<file path="src/rtl/apb_matmul_slave.sv">
// APB3 completer for the matrix engine: control/status/scratch registers plus a
// memory window onto the engine's matrix buffer (one-cycle read latency).
module apb_matmul_slave #(
    parameter int ADDR_WIDTH     = 16,
    parameter int DATA_WIDTH     = 32,
    parameter int MEM_ADDR_WIDTH = 6
) (
    input  logic                      clk_i,
    input  logic                      rst_i,
    input  logic                      psel_i,
    input  logic                      penable_i,
    input  logic                      pwrite_i,
    input  logic [ADDR_WIDTH-1:0]     paddr_i,
    input  logic [DATA_WIDTH-1:0]     pwdata_i,
    input  logic [3:0]                pstrb_i,
    output logic [DATA_WIDTH-1:0]     prdata_o,
    output logic                      pready_o,
    output logic                      pslverr_o,
    output logic                      start_o,
    output logic [1:0]                mode_o,
    input  logic                      busy_i,
    input  logic                      done_i,
    output logic                      mem_req_o,
    output logic                      mem_we_o,
    output logic [MEM_ADDR_WIDTH-1:0] mem_addr_o,
    output logic [DATA_WIDTH-1:0]     mem_wdata_o,
    output logic [3:0]                mem_be_o,
    input  logic [DATA_WIDTH-1:0]     mem_rdata_i
);

    typedef enum logic [1:0] {IDLE, ACCESS, RD_WAIT} state_t;

    localparam logic [ADDR_WIDTH-1:0] MEM_BASE = ADDR_WIDTH'('h100);
    localparam logic [ADDR_WIDTH-1:0] MEM_LAST = ADDR_WIDTH'('h100 + 4 * (2 ** MEM_ADDR_WIDTH) - 4);

    state_t                state;
    logic [1:0]            mode_q;
    logic [DATA_WIDTH-1:0] scratch_q;
    logic                  done_q;

    logic [ADDR_WIDTH-1:0] word_addr;
    logic                  sel_ctrl, sel_status, sel_scratch, sel_mem;
    logic                  access_phase, xfer_err, mem_rd, commit_wr;
    logic [DATA_WIDTH-1:0] reg_rdata;

    assign word_addr   = paddr_i & ~ADDR_WIDTH'(3);
    assign sel_ctrl    = (word_addr == '0);
    assign sel_status  = (word_addr == ADDR_WIDTH'(4));
    assign sel_scratch = (word_addr == ADDR_WIDTH'(8));
    assign sel_mem     = (word_addr >= MEM_BASE) && (word_addr <= MEM_LAST);

    // Errors: unmapped address, START while the engine runs, or any buffer access while busy.
    assign xfer_err = !(sel_ctrl || sel_status || sel_scratch || sel_mem)
                    || (sel_ctrl && pwrite_i && pwdata_i[0] && busy_i)
                    || (sel_mem && busy_i);

    assign access_phase = (state == ACCESS) && psel_i && penable_i;
    assign mem_rd       = sel_mem && !pwrite_i && !xfer_err;
    assign commit_wr    = access_phase && pwrite_i && !xfer_err;

    assign pready_o  = (access_phase && !mem_rd) || ((state == RD_WAIT) && psel_i);
    assign pslverr_o = access_phase && xfer_err;

    assign mem_req_o   = access_phase && sel_mem && !xfer_err;
    assign mem_we_o    = mem_req_o && pwrite_i;
    assign mem_addr_o  = mem_req_o ? paddr_i[MEM_ADDR_WIDTH+1:2] : '0;
    assign mem_wdata_o = mem_we_o ? pwdata_i : '0;
    assign mem_be_o    = mem_req_o ? pstrb_i : '0;
    assign mode_o      = mode_q;

    always_comb begin
        reg_rdata = '0;
        if (sel_ctrl)
            reg_rdata[2:1] = mode_q;
        else if (sel_status)
            reg_rdata[1:0] = {done_q, busy_i};
        else if (sel_scratch)
            reg_rdata = scratch_q;
    end

    always_comb begin
        prdata_o = '0;
        if ((state == RD_WAIT) && psel_i)
            prdata_o = mem_rdata_i;
        else if (access_phase && !pwrite_i && !xfer_err && !sel_mem)
            prdata_o = reg_rdata;
    end

    // Register side effects fire only in the completing access cycle; a new done_i beats a W1C.
    always_ff @(posedge clk_i or posedge rst_i) begin
        if (rst_i) begin
            state     <= IDLE;
            mode_q    <= '0;
            scratch_q <= '0;
            done_q    <= 1'b0;
            start_o   <= 1'b0;
        end else begin
            start_o <= commit_wr && sel_ctrl && pwdata_i[0];
            if (commit_wr && sel_ctrl)
                mode_q <= pwdata_i[2:1];
            if (commit_wr && sel_scratch) begin
                for (int b = 0; b < 4; b++) begin
                    if (pstrb_i[b])
                        scratch_q[8*b +: 8] <= pwdata_i[8*b +: 8];
                end
            end
            done_q <= done_i || (done_q && !(commit_wr && sel_status && pwdata_i[1]));

            case (state)
                IDLE: begin
                    if (psel_i && !penable_i)
                        state <= ACCESS;
                end
                ACCESS: begin
                    if (!psel_i)
                        state <= IDLE;
                    else if (penable_i)
                        state <= mem_rd ? RD_WAIT : IDLE;
                end
                default: state <= IDLE;
            endcase
        end
    end

endmodule
</file>
<file path="config.mk">
export PLATFORM = sky130hd
export DESIGN_NAME = apb_matmul_slave
export DESIGN_NICKNAME = d
export VERILOG_FILES = /design/src/rtl/apb_matmul_slave.sv
export SDC_FILE = /design/constraint.sdc
export NUM_CORES = 1
export LEC_CHECK = 0
export CORE_MARGIN = 1
export CORE_UTILIZATION = 39
export CTS_BUF_LIST = sky130_fd_sc_hd__clkbuf_16
export CTS_CLUSTER_SIZE = 30
export DETAILED_ROUTE_END_ITERATION = 6
export PLACE_DENSITY = 0.92
export SYNTH_ARGS = -nofsm -noshare
export SYNTH_HDL_FRONTEND = slang
export SYNTH_SLANG_ARGS = --single-unit
</file>
<file path="constraint.sdc">
create_clock -name clk_i -period 6.1 [get_ports clk_i]
set_input_delay 0.915 -clock clk_i [delete_from_list [all_inputs] [get_ports clk_i]]
set_output_delay 0.915 -clock clk_i [all_outputs]
set_load 0.05 [all_outputs]
</file>
==> results.cfg <==
[outcome]
status = completed

[min_path]
hold_class = reg -> reg

[cells_and_area]
fillers = 461
antenna_cells = 0
multiInputGateArea_um2 = 1430
nNetsFinal = 467
fin_util_pct = 71.9
regArea_um2 = 951
area_growth_pct = 73.9
drive_gt1_share_pct = 16.0

[power_and_ir_drop]
power_leakage_nw = 1.94
pwr-share-clk_pct = 41.3
swShare_pct = 20.3
peakVddDrop_mv = 0.0889
seqPwrFrac_pct = 44.3
p_sw_mw = 0.116
combPwrFrac_pct = 14.3
power_density_nw_per_um2 = 132
internal_power_mw = 0.455

[route]
drcViolationCount = 0
vias = 2336
drt_iter0_markers = 90
vias_per_cell = 5.18
finalWirelength_mm = 7.49
ant_nets = 0
firstDrtPassIters = 4
post_drt_wl_per_cell_um = 16.6

[floorplan]
die_w_um = 81.9
pin_count = 172
die_area_um2 = 6710
rows = 28
start_util_pct = 41.3
die_y_um = 81.9
coreArea_um2 = 6030

[yosys]
synth_common_cells = dfrtp_1, a22o_1, and2_1, mux2_4, and3_1
synthMuxAreaShare_pct = 21.0
syn-num-nets = 303
synth_xor_area_share_pct = 0
synth_top_area_cell = dfrtp_1
synthCells = 212
yosysMostFrequentCell = dfrtp_1
syn_area_um2 = 2490
ys_seq_elements = 38
synth_fa_ha_area_share_pct = 0
synth.top_cell.area_share_pct = 38.2
postSynth.topFlopCell = dfrtp_1
synth_cell_types = 42
synth_area_leaders = dfrtp_1, mux2_4, a22o_1
seq_area_frac_synth_pct = 38.2
synth_edf_count = 0
yosysWarnings = 0
synth_compound_area_share_pct = 13.0
synthSimpleGateAreaFrac_pct = 23.5
synth_top_family_by_area = simple AND/OR/NAND/NOR gates
synth.avg_cell_area_um2 = 11.8
synth-async-reset-ratio_pct = 100

[clock_network]
clkTransAtPathRegs_ns = 0.06
post_cts_buffers = 0
cts_resized = 0
hold_buffers = 0
cts.sinks = 38
cts.path.max_buffers = 2
cts_buffers = 5
clkLatencyLatePin_ns = 0.27
cts_root_buffer = clkbuf_16
cts_tree = yes
ctsHtreeMaxLevel = 2

[placed_design]
io_buffers = 169
post-dp-hpwl_mm = 5.92
dp_slack_ns = 0.939
globalplace.congestion = 0.842

[setup_path]
critPathBufInv = 3
worstPathRequired_ns = 5.18
path_common_cell = clkdlybuf4s50_1
critPathKind = in -> out
cp.arrival_ns = 4.22
worstSetupEndpointType = output pin
cpPeakStageDelay_ns = 0.81
start_kind = input pin
cpMaxStageDelayCell = clkdlybuf4s50_1
cp_top_family = simple AND/OR/NAND/NOR gates
path_max_fanout = 16
regToRegSetupSlack_ns = 3.89
path_cells = clkdlybuf4s50_1 -> or4_4 -> or3_1 -> nor2_2 -> and3_1 -> buf_4 -> a22o_1 -> clkdlybuf4s50_1

[sta]
finalMaxSlewViolations = 0
fmax_ghz = 0.195
setup_viol = 0
fin_tns_setup_ns = 0
fin_crit_ns = 5.14
min_period_over_period_pct = 84.2
tightest_slew_ns = 0.686
finClkSkew_ns = 0.00548
finalHoldViolations = 0
layout_setup_ws_ns = 0.961
slew_headroom_pct = 54.1
rsz0062_at_grt = no

[global_routing]
overflow = 0
grt_pass1_vias = 2362
antenna_found_initial = 0
gr-usage-all-layers_pct = 22.7
grt_pass1_wl_mm = 11.5
grt_max_degree = 39

[flow_run]
cap_violations = 0
[power groups by stage]
stage | combinational [mW] | clock, mW | sequential, mW
floorplan | 0.0148 | 0 | 0.257
global placement | 0.0800 | 0 | 0.257
detailed placement | 0.0822 | 0 | 0.257
CTS | 0.0827 | 0.241 | 0.253
global route | 0.0880 | 0.255 | 0.253
finish | 0.0817 | 0.236 | 0.253
[through the flow]
stage / std cells / area, um^2 / hold WS (ns) / total power, mW
floorplan: 212 / 2490 / 0.412 / 0.272
global placement: 444 / 4200 / 0.442 / 0.337
detailed placement: 444 / 4200 / 0.446 / 0.339
CTS: 451 / 4330 / 0.465 / 0.577
global route: 451 / 4330 / 0.501 / 0.595
finish: 451 / 4330 / 0.474 / 0.570
[state kept, by name, indices dropped and copies added (netlist names)]
signal / count
scratch_q: 32
state: 2
mode_o: 2
start_o: 1
done_q: 1
[logic make-up (layout without fill, tap and decap cells)]
kind of cell / after synthesis / in the layout
AO/OA/AOI/OAI: 38 / 38
multiplexers: 36 / 36
flip-flops: 38 / 38
AND/OR/NAND/NOR: 83 / 83
buffers and inverters: 17 / 181
[area by class of cell]
class / instances / share of cell area, %
Sequential cell: 38 / 21.9
Clock buffer: 5 / 2.89
Inverter: 2 / 0.173
Clock inverter: 2 / 0.231
Timing Repair Buffer: 172 / 39.6
Multi-Input combinational cell: 157 / 33.0
Tap cell: 75 / 2.17
[placed cells by master, fill, tap and decap left out, drive strengths merged]
master,netlist,layout
and3b,1,1
nand4,3,3
o21ai,1,1
a22o,33,33
nor2b,1,1
nand2b,1,1
a31o,1,1
inv,2,2
buf,6,3
nor4,1,1
nand2,7,7
clkbuf,9,5
and4,3,3
mux2i,2,2
or2,1,1
clkdlybuf4s50,0,169
and2b,1,1
and3,13,13
nor2,7,7
clkinv,0,2
dfrtp,38,38
a21oi,1,1
o21bai,1,1
or4,1,1
or3,1,1
and2,34,34
nor3b,1,1
a21o,1,1
nand3,2,2
nor3,4,4
nand4b,1,1
mux2,34,34
[final timing paths]
check / from / end / cells after the start
worst max-delay path: paddr_i[11] / prdata_o[8] / 8
worst min-delay path: state[1] / state[0] / 1
worst max register to register: state[1] / scratch_q[10] / 5
worst min register to register: state[1] / state[0] / 1
max in group asynchronous: rst_i / scratch_q[8] / 3
min in group asynchronous: rst_i / scratch_q[29] / 3
[layer usage]
metal,share of wire [%],global-route usage (%)
met1,37,25.6
met5,0,0
met2,54,41.9
met3,6.9,5.44
met4,1.6,6.32
Note: power is estimated with default switching activity, not from simulation.
